$ cat src/rtl/adc_capture_pkg.sv
// Shared types and constants for the scope acquisition sequencer.
package adc_capture_pkg;

    typedef logic [11:0] sample_t;

    typedef enum logic [2:0] {
        ST_IDLE,
        ST_PRE,
        ST_ARMED,
        ST_POST,
        ST_DONE
    } state_t;

    // ADC clock divider setting per timebase index; index 0 is fastest.
    localparam logic [7:0][11:0] TB_TABLE = {
        12'd500, 12'd200, 12'd100, 12'd50, 12'd20, 12'd10, 12'd4, 12'd1
    };

endpackage

$ cat src/rtl/adc_trig_detect.sv
// Level-crossing trigger compare between the previous and current ADC sample.
module adc_trig_detect
    import adc_capture_pkg::*;
(
    input  sample_t prev_sample,
    input  sample_t adc_data,
    input  sample_t trig_level,
    input  logic    trig_falling,
    output logic    hit
);

    always_comb begin
        if (trig_falling)
            hit = (prev_sample > trig_level) && (adc_data <= trig_level);
        else
            hit = (prev_sample < trig_level) && (adc_data >= trig_level);
    end

endmodule

$ cat src/rtl/adc_capture_ctrl.sv
// Acquisition sequencer: timebase control plus pre/post-trigger capture into a circular RAM.
// Optional auto-trigger timeout is built when ADC_CAPTURE_AUTO_TRIG_EN is defined.
module adc_capture_ctrl
    import adc_capture_pkg::*;
#(
    parameter int DEPTH         = 1024,
    parameter int PRE_SAMPLES   = 256,
    parameter int SETTLE_CYCLES = 64,
    parameter int TB_DEFAULT    = 3,
`ifdef ADC_CAPTURE_AUTO_TRIG_EN
    parameter int AUTO_TIMEOUT  = 4096,
`endif
    parameter int ADDR_W        = $clog2(DEPTH)
)(
    input  logic              clk,
    input  logic              rst,
    input  logic              tb_up,
    input  logic              tb_down,
    input  logic              arm,
    input  logic              abort,
    input  logic              done_ack,
    input  logic [11:0]       trig_level,
    input  logic              trig_falling,
    input  logic              adc_valid,
    input  logic [11:0]       adc_data,
    output logic [11:0]       counter_max,
    output logic [2:0]        tb_idx,
    output logic              wr_en,
    output logic [ADDR_W-1:0] wr_addr,
    output logic [11:0]       wr_data,
    output logic [ADDR_W-1:0] trig_addr,
    output logic              busy,
    output logic              capture_done,
    output logic              ready
`ifdef ADC_CAPTURE_AUTO_TRIG_EN
    ,
    output logic              auto_trig
`endif
);

    localparam int SET_W = (SETTLE_CYCLES > 0) ? $clog2(SETTLE_CYCLES + 1) : 1;
    localparam int CNT_W = ADDR_W + 1;
    localparam logic [CNT_W-1:0] PRE_LAST  = CNT_W'(PRE_SAMPLES - 1);
    localparam logic [CNT_W-1:0] POST_LAST = CNT_W'(DEPTH - PRE_SAMPLES - 1);
    localparam logic [2:0]       TB_INIT   = 3'(TB_DEFAULT);

    state_t            state;
    logic [SET_W-1:0]  settle_cnt;
    logic [ADDR_W-1:0] wr_ptr;
    logic [CNT_W-1:0]  smp_cnt;     // PRE write count, then POST count incl. trigger sample
    sample_t           prev_sample;
    logic              hit, trig, auto_hit;
    logic              tb_open, step_up, step_dn, tb_chg, arm_go;
    logic [2:0]        tb_next;

    adc_trig_detect u_trig (
        .prev_sample (prev_sample),
        .adc_data    (adc_data),
        .trig_level  (trig_level),
        .trig_falling(trig_falling),
        .hit         (hit)
    );

    assign tb_open = (state == ST_IDLE) || (state == ST_DONE);
    assign step_up = tb_open && tb_up && !tb_down && (tb_idx != 3'd7);
    assign step_dn = tb_open && tb_down && !tb_up && (tb_idx != 3'd0);
    assign tb_chg  = step_up || step_dn;
    assign tb_next = step_up ? tb_idx + 3'd1 : tb_idx - 3'd1;

    assign busy   = (state == ST_PRE) || (state == ST_ARMED) || (state == ST_POST);
    assign ready  = (state == ST_IDLE) && (settle_cnt == '0);
    // A timebase change in the same cycle takes priority over arm.
    assign arm_go = (state == ST_IDLE) && arm && ready && !tb_chg;
    assign trig   = hit || auto_hit;

`ifdef ADC_CAPTURE_AUTO_TRIG_EN
    localparam int AUTO_W = $clog2(AUTO_TIMEOUT + 1);
    logic [AUTO_W-1:0] auto_cnt;

    assign auto_hit = (auto_cnt == AUTO_W'(AUTO_TIMEOUT - 1));

    always_ff @(posedge clk) begin
        if (rst) begin
            auto_cnt  <= '0;
            auto_trig <= 1'b0;
        end else if (arm_go) begin
            auto_cnt  <= '0;
            auto_trig <= 1'b0;
        end else if (state == ST_ARMED && adc_valid && !abort) begin
            auto_cnt <= auto_cnt + AUTO_W'(1);
            if (!hit && auto_hit)
                auto_trig <= 1'b1;
        end
    end
`else
    assign auto_hit = 1'b0;
`endif

    always_ff @(posedge clk) begin
        if (rst) begin
            state        <= ST_IDLE;
            tb_idx       <= TB_INIT;
            counter_max  <= TB_TABLE[TB_INIT];
            settle_cnt   <= SET_W'(SETTLE_CYCLES);
            wr_en        <= 1'b0;
            wr_addr      <= '0;
            wr_data      <= '0;
            trig_addr    <= '0;
            capture_done <= 1'b0;
            prev_sample  <= '0;
            wr_ptr       <= '0;
            smp_cnt      <= '0;
        end else begin
            wr_en        <= 1'b0;
            capture_done <= 1'b0;

            if (tb_chg) begin
                tb_idx      <= tb_next;
                counter_max <= TB_TABLE[tb_next];
                settle_cnt  <= SET_W'(SETTLE_CYCLES);
            end else if (settle_cnt != '0) begin
                settle_cnt <= settle_cnt - SET_W'(1);
            end

            case (state)
                ST_IDLE: begin
                    if (arm_go) begin
                        state   <= ST_PRE;
                        wr_ptr  <= '0;
                        smp_cnt <= '0;
                    end
                end
                ST_PRE, ST_ARMED, ST_POST: begin
                    if (abort) begin
                        state <= ST_IDLE;
                    end else if (adc_valid) begin
                        wr_en       <= 1'b1;
                        wr_addr     <= wr_ptr;
                        wr_data     <= adc_data;
                        wr_ptr      <= wr_ptr + ADDR_W'(1);
                        prev_sample <= adc_data;
                        if (state == ST_PRE) begin
                            smp_cnt <= smp_cnt + CNT_W'(1);
                            if (smp_cnt == PRE_LAST)
                                state <= ST_ARMED;
                        end else if (state == ST_ARMED) begin
                            if (trig) begin
                                trig_addr <= wr_ptr;
                                smp_cnt   <= CNT_W'(1);
                                if (POST_LAST == '0) begin
                                    state        <= ST_DONE;
                                    capture_done <= 1'b1;
                                end else begin
                                    state <= ST_POST;
                                end
                            end
                        end else begin
                            smp_cnt <= smp_cnt + CNT_W'(1);
                            if (smp_cnt == POST_LAST) begin
                                state        <= ST_DONE;
                                capture_done <= 1'b1;
                            end
                        end
                    end
                end
                ST_DONE: begin
                    if (done_ack || abort)
                        state <= ST_IDLE;
                end
                default: state <= ST_IDLE;
            endcase
        end
    end

endmodule

$ cat config.mk
export PLATFORM = sky130hd
export DESIGN_NAME = adc_capture_ctrl
export DESIGN_NICKNAME = d
export VERILOG_FILES = /design/src/rtl/adc_capture_pkg.sv /design/src/rtl/adc_trig_detect.sv /design/src/rtl/adc_capture_ctrl.sv
export SDC_FILE = /design/constraint.sdc
export NUM_CORES = 1
export LEC_CHECK = 0
export ABC_AREA = 1
export CAP_MARGIN = 10
export CORE_ASPECT_RATIO = 0.6
export CORE_MARGIN = 2
export CORE_UTILIZATION = 50
export CTS_BUF_LIST = sky130_fd_sc_hd__clkbuf_8
export DETAILED_ROUTE_END_ITERATION = 8
export PLACE_DENSITY = 0.85
export SLEW_MARGIN = 20
export SYNTH_ARGS = -nofsm -noshare
export SYNTH_HDL_FRONTEND = slang
export SYNTH_SLANG_ARGS = --single-unit
export TNS_END_PERCENT = 50
$ cat constraint.sdc
create_clock -name clk -period 4.1 [get_ports clk]
set_input_delay 0.41 -clock clk [delete_from_list [all_inputs] [get_ports clk]]
set_output_delay 0.41 -clock clk [all_outputs]
set_load 0.03 [all_outputs]
==> key figures <==
Outcome
  – Run status: completed

GRT
  – Vias in the first global route: about 4000
  – Pin count of the biggest net entering global routing: 37
  – Residual overflow from global routing: 0
  – Number of antenna violations at the first check in global routing: 0
  – Global-route total usage across every layer: 25.4%
  – Wire length of the first global-routing pass: roughly 18000 µm

Drt
  – Router iterations before antenna repair: 5
  – Final wirelength: 10900 µm
  – Number of design rule violations left after detail routing: 0
  – Remaining antenna violation count after routing: 0
  – Via count normalized by instance count: between 5 and 6
  – Total number of vias: between 4000 and 5000
  – Number of violations reported at the end of detailed-routing iteration 0: between 200 and 300
  – Avg WL per Cell: between 10 and 15 µm

Synth
  – #FFs+latches synth: 76
  – Part of the Yosys area used for sequential elements: 36.4%
  – Yosys warnings: 0
  – Xor-xnor portion of the synthesized cell area: roughly 2.3%
  – Top cell type's share of synthesized area: ~36%
  – Area share of fa/ha/maj cells after synthesis: about a tenth
  – Gate count of the mapped netlist: ~600
  – Leading area contributor after synthesis: dfxtp_1
  – Proportion of synthesized area in mux cells: 0%
  – Post-Syn Area: about 4200 µm²
  – Combinational family with the most area after synthesis: simple AND/OR/NAND/NOR gates
  – Synth Area in Simple Gates: slightly below 30%
  – Mean instance size in the synthesized netlist: between 6 and 7 µm²
  – Compound-cell area share of the yosys netlist: between 10% and 20%
  – Number of distinct library cells after synthesis: 36
  – Largest cells by area after synthesis: dfxtp_1 (36%), nand2_1 (11%), ha_1 (9.9%)

Timing
  – Achievable frequency: roughly 370 MHz
  – Slew Limit Headroom: a little under a third
  – Setup repair after global routing missed its margin: no
  – Fin Setup TNS: 0 ns
  – Fin Clk Skew: just over 0.01 ns
  – Hold Worst Slack: roughly 0.46 ns
  – Minimum clock period after layout: roughly 2.7 ns
  – Fraction of the cycle the final worst path needs: about 65%
  – Actual slew at the worst max-slew pin: a little over 1 ns
  – Final hold violation count: 0
  – Setup-violating endpoint count in the final report: 0
  – Pins over their slew limit: 0

Worst setup path
  – Slack of the worst reg-to-reg path: around 1.4 ns
  – CP startpoint kind: flop
  – Count of cells along the worst register-to-register path: 10
  – Worst-path fanout max: 33
  – Data required time at the worst endpoint: around 4.3 ns
  – Nature of the critical path endpoint: flop
  – Arr. time, crit path: 2.88 ns
  – Reg-to-reg endpoint: wr_ptr[6]
  – Source of the worst register-to-register timing path: settle_cnt[0]
  – CP Launch Point: settle_cnt[0]
  – Critical path class: flop to flop

Placed design
  – Post-detail-place hpwl: 8140 µm
  – Placed cell areas: 5030 µm²
  – Weighted congestion reported at the end of routability-driven placement: 0.985
  – Total of buffers placed on input and output ports: 80

Floorplanning
  – Starting density of the core: between 50% and 60%
  – Area enclosed by the die boundary: just over 9000 µm²
  – Core box area: between 8000 and 9000 µm²
  – I/O pin cnt: 84
  – Height of the die: around 75 µm
  – Horizontal die dimension: about 120 µm
  – Std cell rows: 25

Finish
  – Antenna diode count: 0
  – Post-route cell area: about 5200 µm²
  – Final net count: between 700 and 800
  – Layout cells sized above 1: about 4.7%
  – Area overhead of the layout relative to synthesis: 24.8%

Power and ir drop
  – Internal power summed over all cells: around 1.6 mW
  – Worst ir drop on vdd: around 230 µV
  – Power share of the combinational group: just under 40%
  – Proportion of power drawn by flip-flops and latches: 38.5%
  – Clock network fraction of total power: 21.6%
  – Total power density per cell area: about 500 nW/µm²
  – Switching power of the nets: 1.06 mW
  – Leak Pwr: around 2.3 nW
  – Fraction of power spent switching nets: 40.5%

Clock network
  – Buffers from clock root to sink, at most: 2
  – Clock slew seen by the registers of the worst setup and hold paths: approximately 0.08 ns
  – Number of sinks handled by clock tree synthesis: 76
  – CTS Hold Buffers Added: 0
  – Clock Latency Late Sink: around 0.36 ns
  – Post-CTS setup-driven buffer insertion count: 0
  – Clock root buffer: clkbuf_8
  – CTS tree: done
  – Num CTS Buffers: 9
  – Cts repair resizes: 0
  – H-tree levels: 3

Run
  – Max-capacitance violation count: 0

Hold path
  – End point of the worst hold path: counter_max[0]
  – Hold WC Path Type: flop to flop
  – Worst hold start: counter_max[0]
  – Hold path cells: 2
[worst max-delay path: stages (launching register included)]
cell,delay (ns)
dfxtp_1,0.31
inv_1,0.10
ha_1,0.20
nor3b_2,0.31
nand3_2,0.14
nor3_2,0.27
nor2_1,0.11
nor2_4,0.57
inv_1,0.30
nand2_1,0.13
a21oi_1,0.08
[layout make-up]
cell class              instances  area, µm²
flip-flops and latches         76       1520
fillers                       658       2780
repair buffers                 82        816
clock inverters                 7       67.6
multi-input cells             433       2290
clock buffers                   9        124
well taps                     108        135
inverters                      71        267
[cells in the mapped netlist (all sizes together)]
cell,number
a21boi,1
nor4,1
conb,1
buf,12
ha,33
dfxtp,76
clkbuf,9
and2,1
inv,71
nand4,7
a22o,1
o21bai,2
a22oi,1
nor3,13
a21o,2
nand3,45
xnor2,2
xor2,9
nand2,123
nor2,90
o21ai,40
a21oi,51
a31oi,1
nor3b,1
nand3b,2
fa,1
or2,3
[worst max path at each step]
stage | end | slack [ns] | depth (start not counted)
finish | wr_ptr[6] | 1.42 | 10
global route | smp_cnt[3] | 1.13 | 12
CTS | wr_ptr[6] | 1.44 | 10
detailed placement | smp_cnt[1] | 1.09 | 13
global placement | smp_cnt[7] | 1.26 | 13
floorplan | smp_cnt[10] | 2.09 | 11
[power by group through the flow]
stage | registers, mW | logic (mW) | clock network, mW
final | 1.01 | 1.04 | 0.565
after floorplan | 1.12 | 0.589 | 0
after global placement | 1.01 | 0.984 | 0
after detailed placement | 1.02 | 1.03 | 0
after global routing | 1.02 | 1.15 | 0.609
after CTS | 1.00 | 1.04 | 0.578
[cell usage in the layout, fill, tap and decap left out, types with 12 or more instances in the layout]
| cell | Yosys | final |
|---|---|---|
| dfxtp_1 | 76 | 76 |
| nor2_1 | 84 | 84 |
| nand2_1 | 123 | 123 |
| nor3_1 | 12 | 12 |
| o21ai_0 | 39 | 39 |
| inv_1 | 69 | 70 |
| a21oi_1 | 51 | 51 |
| nand3_1 | 44 | 44 |
| clkdlybuf4s50_1 | 0 | 80 |
| ha_1 | 33 | 33 |
[registers in the layout (all words and copies together) (netlist names)]
name	flops
wr_ptr	10
trig_addr	10
smp_cnt	11
counter_max	8
state	3
wr_en	1
tb_idx	3
prev_sample	12
settle_cnt	7
wr_addr	10
capture_done	1
[kinds of logic after synthesis]
kind of cell,after synthesis
AOI/OAI and AO/OA,99
xor gates and xnor gates,11
adders and majority gates,34
buffers and inverters,92
DFF,76
other,1
and+or+nand+nor,286
[layer usage]
metal | GRT usage, % | part of all wire [%] | up-vias
li1 | - | - | 2080
met1 | 32.0 | 46 | 1870
met2 | 43.9 | 46 | 137
met3 | 5.98 | 5.9 | 20
met4 | 8.05 | 1.7 | 0
met5 | 0 | 0 | -
[through the flow]
stage                     utilization, %  setup slack, ns  std cells  power [mW]
final                               65.3             1.42        786        2.61
after global routing                65.3             1.13        786        2.79
after CTS                           65.3             1.44        786        2.62
after detailed placement            62.9             1.09        770        2.05
after global placement              62.9             1.26        770        1.99
after floorplan                        -             2.09        601        1.71
Note: power is estimated with default switching activity, not from simulation.
